[src/rtl/cdb_arbiter_pkg.sv]
// cdb_arbiter_pkg
//   Shared constants and helpers for the Common Data Bus arbiter.
//   - Default bus widths (tag / data).
//   - Requester indices for the round-robin group (INT, LS, DIV).
//   - Round-robin pick / pointer-advance helpers used by rr_arbiter3.
package cdb_arbiter_pkg;

  localparam int CDB_TAG_W  = 6;
  localparam int CDB_DATA_W = 32;

  // Bit positions of the round-robin requesters in the req/grant vectors.
  localparam int CDB_REQ_INT = 0;
  localparam int CDB_REQ_LS  = 1;
  localparam int CDB_REQ_DIV = 2;

  // Pointer encodings; the value 3 never occurs and is treated as INT.
  localparam logic [1:0] RR_INT = 2'd0;
  localparam logic [1:0] RR_LS  = 2'd1;
  localparam logic [1:0] RR_DIV = 2'd2;

  // First requester found when scanning INT->LS->DIV, starting at ptr.
  function automatic logic [2:0] rr_pick(input logic [2:0] req,
                                         input logic [1:0] ptr);
    logic [2:0] g;
    g = 3'b000;
    case (ptr)
      RR_LS: begin
        if      (req[CDB_REQ_LS])  g[CDB_REQ_LS]  = 1'b1;
        else if (req[CDB_REQ_DIV]) g[CDB_REQ_DIV] = 1'b1;
        else if (req[CDB_REQ_INT]) g[CDB_REQ_INT] = 1'b1;
      end
      RR_DIV: begin
        if      (req[CDB_REQ_DIV]) g[CDB_REQ_DIV] = 1'b1;
        else if (req[CDB_REQ_INT]) g[CDB_REQ_INT] = 1'b1;
        else if (req[CDB_REQ_LS])  g[CDB_REQ_LS]  = 1'b1;
      end
      default: begin
        if      (req[CDB_REQ_INT]) g[CDB_REQ_INT] = 1'b1;
        else if (req[CDB_REQ_LS])  g[CDB_REQ_LS]  = 1'b1;
        else if (req[CDB_REQ_DIV]) g[CDB_REQ_DIV] = 1'b1;
      end
    endcase
    return g;
  endfunction

  // Pointer moves to the unit after the winner; no grant keeps it.
  function automatic logic [1:0] rr_next(input logic [2:0] grant,
                                         input logic [1:0] ptr);
    logic [1:0] n;
    n = ptr;
    if (grant[CDB_REQ_INT]) n = RR_LS;
    if (grant[CDB_REQ_LS])  n = RR_DIV;
    if (grant[CDB_REQ_DIV]) n = RR_INT;
    return n;
  endfunction

endpackage

[src/rtl/rr_arbiter3.sv]
// rr_arbiter3
//   Three-way round-robin arbiter with a registered priority pointer.
//   Ports:
//     clk       - clock, rising edge
//     reset     - synchronous active-high reset; pointer returns to INT
//     req[2:0]  - requests, indexed INT/LS/DIV
//     en        - arbitration enable; low forces all grants to 0
//     grant[2:0]- combinational one-hot (or zero) grant
module rr_arbiter3
  import cdb_arbiter_pkg::*;
(
  input  logic       clk,
  input  logic       reset,
  input  logic [2:0] req,
  input  logic       en,
  output logic [2:0] grant
);

  logic [1:0] r_ptr;
  logic [2:0] w_grant;

  always_comb begin
    w_grant = 3'b000;
    if (en && !reset) w_grant = rr_pick(req, r_ptr);
  end

  assign grant = w_grant;

  always_ff @(posedge clk) begin
    if (reset) r_ptr <= RR_INT;
    else       r_ptr <= rr_next(w_grant, r_ptr);
  end

endmodule

[src/rtl/cdb_arbiter.sv]
// cdb_arbiter
//   Grants the Common Data Bus to at most one execution unit per cycle and
//   registers the winning result onto the cdb_* broadcast.
//   The multiplier cannot stall and always wins; INT/LS/DIV share the bus
//   round-robin through rr_arbiter3.
//   Ports:
//     clk, reset                 - clock, synchronous active-high reset
//     int_req/tag/data/branch/branch_taken, int_grant
//     ls_req/tag/data, ls_grant
//     div_req/tag/data, div_grant
//     mult_req/tag/data, mult_grant
//     cdb_valid/tag/data/branch/branch_taken - registered broadcast
module cdb_arbiter
  import cdb_arbiter_pkg::*;
#(
  parameter int TAG_W  = CDB_TAG_W,
  parameter int DATA_W = CDB_DATA_W
) (
  input  logic              clk,
  input  logic              reset,
  input  logic              int_req,
  input  logic [TAG_W-1:0]  int_tag,
  input  logic [DATA_W-1:0] int_data,
  input  logic              int_branch,
  input  logic              int_branch_taken,
  output logic              int_grant,
  input  logic              ls_req,
  input  logic [TAG_W-1:0]  ls_tag,
  input  logic [DATA_W-1:0] ls_data,
  output logic              ls_grant,
  input  logic              div_req,
  input  logic [TAG_W-1:0]  div_tag,
  input  logic [DATA_W-1:0] div_data,
  output logic              div_grant,
  input  logic              mult_req,
  input  logic [TAG_W-1:0]  mult_tag,
  input  logic [DATA_W-1:0] mult_data,
  output logic              mult_grant,
  output logic              cdb_valid,
  output logic [TAG_W-1:0]  cdb_tag,
  output logic [DATA_W-1:0] cdb_data,
  output logic              cdb_branch,
  output logic              cdb_branch_taken
);

  logic [2:0]        w_rr_req;
  logic [2:0]        w_rr_grant;
  logic              w_rr_en;
  logic              w_mult_grant;

  logic              r_cdb_valid;
  logic [TAG_W-1:0]  r_cdb_tag;
  logic [DATA_W-1:0] r_cdb_data;
  logic              r_cdb_branch;
  logic              r_cdb_branch_taken;

  assign w_rr_req[CDB_REQ_INT] = int_req;
  assign w_rr_req[CDB_REQ_LS]  = ls_req;
  assign w_rr_req[CDB_REQ_DIV] = div_req;

  // A mult request suppresses the round-robin group entirely, so its
  // pointer does not move on a mult cycle.
  assign w_mult_grant = mult_req && !reset;
  assign w_rr_en      = !mult_req && !reset;

  rr_arbiter3 u_rr (
    .clk   (clk),
    .reset (reset),
    .req   (w_rr_req),
    .en    (w_rr_en),
    .grant (w_rr_grant)
  );

  assign mult_grant = w_mult_grant;
  assign int_grant  = w_rr_grant[CDB_REQ_INT];
  assign ls_grant   = w_rr_grant[CDB_REQ_LS];
  assign div_grant  = w_rr_grant[CDB_REQ_DIV];

  // Broadcast register: one result per granted cycle, cleared otherwise so
  // consumers see an all-zero bus whenever cdb_valid is low.
  always_ff @(posedge clk) begin
    if (reset) begin
      r_cdb_valid        <= 1'b0;
      r_cdb_tag          <= '0;
      r_cdb_data         <= '0;
      r_cdb_branch       <= 1'b0;
      r_cdb_branch_taken <= 1'b0;
    end else if (w_mult_grant) begin
      r_cdb_valid        <= 1'b1;
      r_cdb_tag          <= mult_tag;
      r_cdb_data         <= mult_data;
      r_cdb_branch       <= 1'b0;
      r_cdb_branch_taken <= 1'b0;
    end else if (w_rr_grant[CDB_REQ_INT]) begin
      r_cdb_valid        <= 1'b1;
      r_cdb_tag          <= int_tag;
      r_cdb_data         <= int_data;
      r_cdb_branch       <= int_branch;
      r_cdb_branch_taken <= int_branch_taken;
    end else if (w_rr_grant[CDB_REQ_LS]) begin
      r_cdb_valid        <= 1'b1;
      r_cdb_tag          <= ls_tag;
      r_cdb_data         <= ls_data;
      r_cdb_branch       <= 1'b0;
      r_cdb_branch_taken <= 1'b0;
    end else if (w_rr_grant[CDB_REQ_DIV]) begin
      r_cdb_valid        <= 1'b1;
      r_cdb_tag          <= div_tag;
      r_cdb_data         <= div_data;
      r_cdb_branch       <= 1'b0;
      r_cdb_branch_taken <= 1'b0;
    end else begin
      r_cdb_valid        <= 1'b0;
      r_cdb_tag          <= '0;
      r_cdb_data         <= '0;
      r_cdb_branch       <= 1'b0;
      r_cdb_branch_taken <= 1'b0;
    end
  end

  assign cdb_valid        = r_cdb_valid;
  assign cdb_tag          = r_cdb_tag;
  assign cdb_data         = r_cdb_data;
  assign cdb_branch       = r_cdb_branch;
  assign cdb_branch_taken = r_cdb_branch_taken;

  // Requesters must hold req until granted.
  a_int_hold: assert property (@(posedge clk) disable iff (reset)
    (int_req && !int_grant) |=> int_req);
  a_ls_hold: assert property (@(posedge clk) disable iff (reset)
    (ls_req && !ls_grant) |=> ls_req);
  a_div_hold: assert property (@(posedge clk) disable iff (reset)
    (div_req && !div_grant) |=> div_req);
  a_grant_onehot: assert property (@(posedge clk)
    $onehot0({mult_grant, div_grant, ls_grant, int_grant}));

endmodule

[config.mk]
export PLATFORM = sky130hd
export DESIGN_NAME = cdb_arbiter
export DESIGN_NICKNAME = d
export VERILOG_FILES = /design/src/rtl/cdb_arbiter_pkg.sv /design/src/rtl/rr_arbiter3.sv /design/src/rtl/cdb_arbiter.sv
export SDC_FILE = /design/constraint.sdc
export NUM_CORES = 1
export LEC_CHECK = 0
export CORE_UTILIZATION = 29
export CTS_CLUSTER_DIAMETER = 100
export DETAILED_ROUTE_END_ITERATION = 12
export PLACE_DENSITY = 0.83
export SLEW_MARGIN = 15
export SYNTH_ARGS = -nofsm -noshare
export SYNTH_HDL_FRONTEND = slang
export SYNTH_SLANG_ARGS = --single-unit
[constraint.sdc]
create_clock -name clk -period 1.8 [get_ports clk]
set_input_delay 0.18 -clock clk [delete_from_list [all_inputs] [get_ports clk]]
set_output_delay 0.18 -clock clk [all_outputs]
set_load 0.02 [all_outputs]
==> impl_metrics.py <==
metrics = {
    "outcome": {
        "status": "complete, but fails checks",
        "violations": "setup timing",
    },
    "yosys": {
        "syn_avg_cell_area_um2": 8.08,
        "yosys.cell_types.count": 31,
        "syn_nets": 462,
        "synth_area_um2": 2420,
        "synth-seq-cells": 43,
        "synth_warnings": 0,
        "syn_inst": 300,
        "synth_seq_area_share_pct": 35.5,
    },
    "pwr": {
        "vdd_drop_max_uv": 343,
        "p_seq_share_pct": 32.9,
        "swShare_pct": 28.1,
        "power_density_nw_per_um2": 645,
        "pwr-share-comb_pct": 39.5,
        "p_total_mw": 3.25,
        "p_clk_share_pct": 27.6,
        "p_int_mw": 2.34,
        "p_leak_nw": 2.01,
        "p_sw_mw": 0.914,
    },
    "clock_tree": {
        "cts_buffers": 5,
        "root_buffer": "clkbuf_8",
        "cts_hold_buf": 0,
        "clk_path_buf_depth": 2,
        "clk_pin_slew_ns": 0.08,
        "cts_tree": "yes",
        "cts_sinks": 43,
        "htreeDepth": 2,
        "clk_latency_ns": 0.29,
    },
    "drt": {
        "ant_nets": 0,
        "drtIter0Drc": 97,
        "drt-wirelength-per-cell_um": 16.5,
        "wirelength_mm": 10.3,
        "route.detailed.drc": 0,
        "via_count": 3147,
        "drt_first_pass_iters": 5,
        "via_per_inst": 5.06,
    },
    "layout": {
        "final_area_um2": 5040,
        "nets": 681,
        "final_util_pct": 63.9,
        "area_delta_synth_final_pct": 108,
        "layout-drive-gt1-share_pct": 12.7,
        "n_antenna_cell": 0,
    },
    "critical_path": {
        "cp_cell_sequence": "inv_2 > ha_4 > inv_2 > a221oi_4 > and2_4 > buf_6",
        "cpPeakStageDelay_ns": 0.34,
        "r2r_cells": 8,
        "arrival_ns": 1.65,
        "worstPathMaxFanout": 5,
        "crit_path_start_kind": "flip-flop",
        "critPathKind": "flip-flop to primary output",
        "critPathRequiredTime_ns": 1.62,
        "crit_slowest_cell": "dfxtp_2",
        "end_kind": "primary output",
        "cp_common_cell": "inv_2",
    },
    "global_route": {
        "antenna_found_initial": 0,
        "grt_use_total_pct": 21.7,
        "grt_pass1_vias": 3113,
        "grt_max_degree": 44,
        "grt_pass1_wl_mm": 14.9,
        "grt_remaining_overflow": 0,
    },
    "sta": {
        "fin_crit_sh_pct": 102,
        "hold_viol": 0,
        "setup_ws_ns": -0.0305,
        "relSlewSlack_pct": 68.8,
        "post-route-min-period_ns": 1.83,
        "worst_pin_slew_ns": 0.469,
        "setup_viol": 2,
        "final.setup_skew_ns": 0.00668,
        "slew_viol_final": 0,
        "rsz0062_at_grt": "true",
        "fmax_mhz": 546,
    },
    "die": {
        "initial_core_util_pct": 30.7,
        "die_area_um2": 8730,
        "row_count": 32,
        "io_pins": 205,
        "core-area_um2": 7890,
        "die_x_um": 93.4,
        "die_h_um": 93.4,
    },
    "place": {
        "portBuffers": 204,
        "place_hpwl_mm": 7.19,
        "placed_cell_area_um2": 4720,
        "place_congestion": 0.802,
    },
    "worst_hold_path": {
        "hold_path_depth": 4,
        "hold_path.class": "input pin to flip-flop",
    },
    "flow_run": {
        "cap_violations": 0,
    },
}
-- synthesized netlist by cell type (all sizes together) --
cell	number	area share [%]
nand2b	2	0.52
o211a	1	0.41
o211ai	2	0.62
nand4b	1	0.36
nor3	2	0.41
nor2b	40	10
a21o	1	0.31
inv	44	6.8
ha	2	1.0
o32ai	1	0.36
a211oi	1	0.31
a22oi	37	11
a221o	1	0.41
a311oi	1	0.36
buf	10	2.1
o221ai	37	13
and3	2	0.52
dfxtp	43	36
o21ai	2	0.41
a21oi	2	0.41
nand3	38	7.8
nor2	6	1.0
clkbuf	19	3.0
and2	4	1.0
a221oi	1	1.1
-- placed cells by master, fill, tap and decap left out, drive strengths merged, types with 4 or more instances in the layout --
cell,instances
nor2b,40
and2,4
a22oi,37
clkbuf,7
buf,39
nand3,38
nor2,6
dfxtp,43
inv,44
clkdlybuf4s50,199
o221ai,37
-- power groups by stage --
| stage | sequential (mW) | combinational, mW | clock [mW] |
|---|---|---|---|
| after floorplan | 1.20 | 0.350 | 0 |
| after global placement | 1.09 | 1.14 | 0 |
| after detailed placement | 1.09 | 1.16 | 0 |
| after CTS | 1.07 | 1.20 | 0.931 |
| after global routing | 1.08 | 1.36 | 0.968 |
| final | 1.07 | 1.28 | 0.899 |
-- registers in the layout (all words and copies together) (netlist names) --
register / cells
cdb_data: 32
cdb_branch_taken: 1
cdb_branch: 1
cdb_valid: 1
u_rr.r_ptr: 2
cdb_tag: 6
-- worst max-delay path, delay by kind of cell, from the launching register on --
kind,cells,cell delay [ns]
AOI/OAI and AO/OA,1,0.30
adders and majority gates,1,0.30
and+or+nand+nor,1,0.20
buffers and inverters,3,0.22
DFF,1,0.34
-- worst paths after layout --
path            startpoint       endpoint  slack, ns
max          u_rr.r_ptr[0]      int_grant      -0.03
min               mult_req     cdb_branch       0.39
max reg2reg  u_rr.r_ptr[0]    cdb_data[4]       0.02
min reg2reg  u_rr.r_ptr[1]  u_rr.r_ptr[1]       0.76
-- through the flow --
step	TNS, ns	setup WS, ns	instances	hold WS [ns]
after floorplan	0	0.00640	300	0.320
after global placement	-4.86	-0.209	605	0.650
after detailed placement	-8.17	-0.302	605	0.664
after CTS	-0.0478	-0.0435	616	0.386
after global routing	-1.35	-0.103	622	0.389
final	-0.0372	-0.0305	622	0.393
-- metal layers --
metal	up-vias	global-route usage, %	part of all wire [%]
li1	1525	-	-
met1	1458	22.8	38
met2	151	41.9	52
met3	13	4.96	7.8
met4	0	7.18	1.6
met5	-	0	0
-- layout make-up --
cell class / instances / area (um^2)
fillers: 675 / 2850
inverters: 44 / 165
flip-flops and latches: 43 / 863
clock buffers: 5 / 68.8
repair buffers: 241 / 2400
multi-input cells: 184 / 1350
clock inverters: 3 / 67.6
well taps: 102 / 128
-- kinds of logic after synthesis --
group	share of synthesized area [%]
and+or+nand+nor	22.0
AOI/OAI and AO/OA	29.5
buffers and inverters	11.9
DFF	35.5
adders and majority gates	1.03
-- what timing repair did --
action | 4_1_cts | 5_1_grt
buffers inserted | 3 | 4
pin swaps | 6 | 4
endpoints found under the setup margin | 46 | 41
gates cloned | 0 | 2
resized for setup | 32 | 8
(Power assumes the default switching activity.)
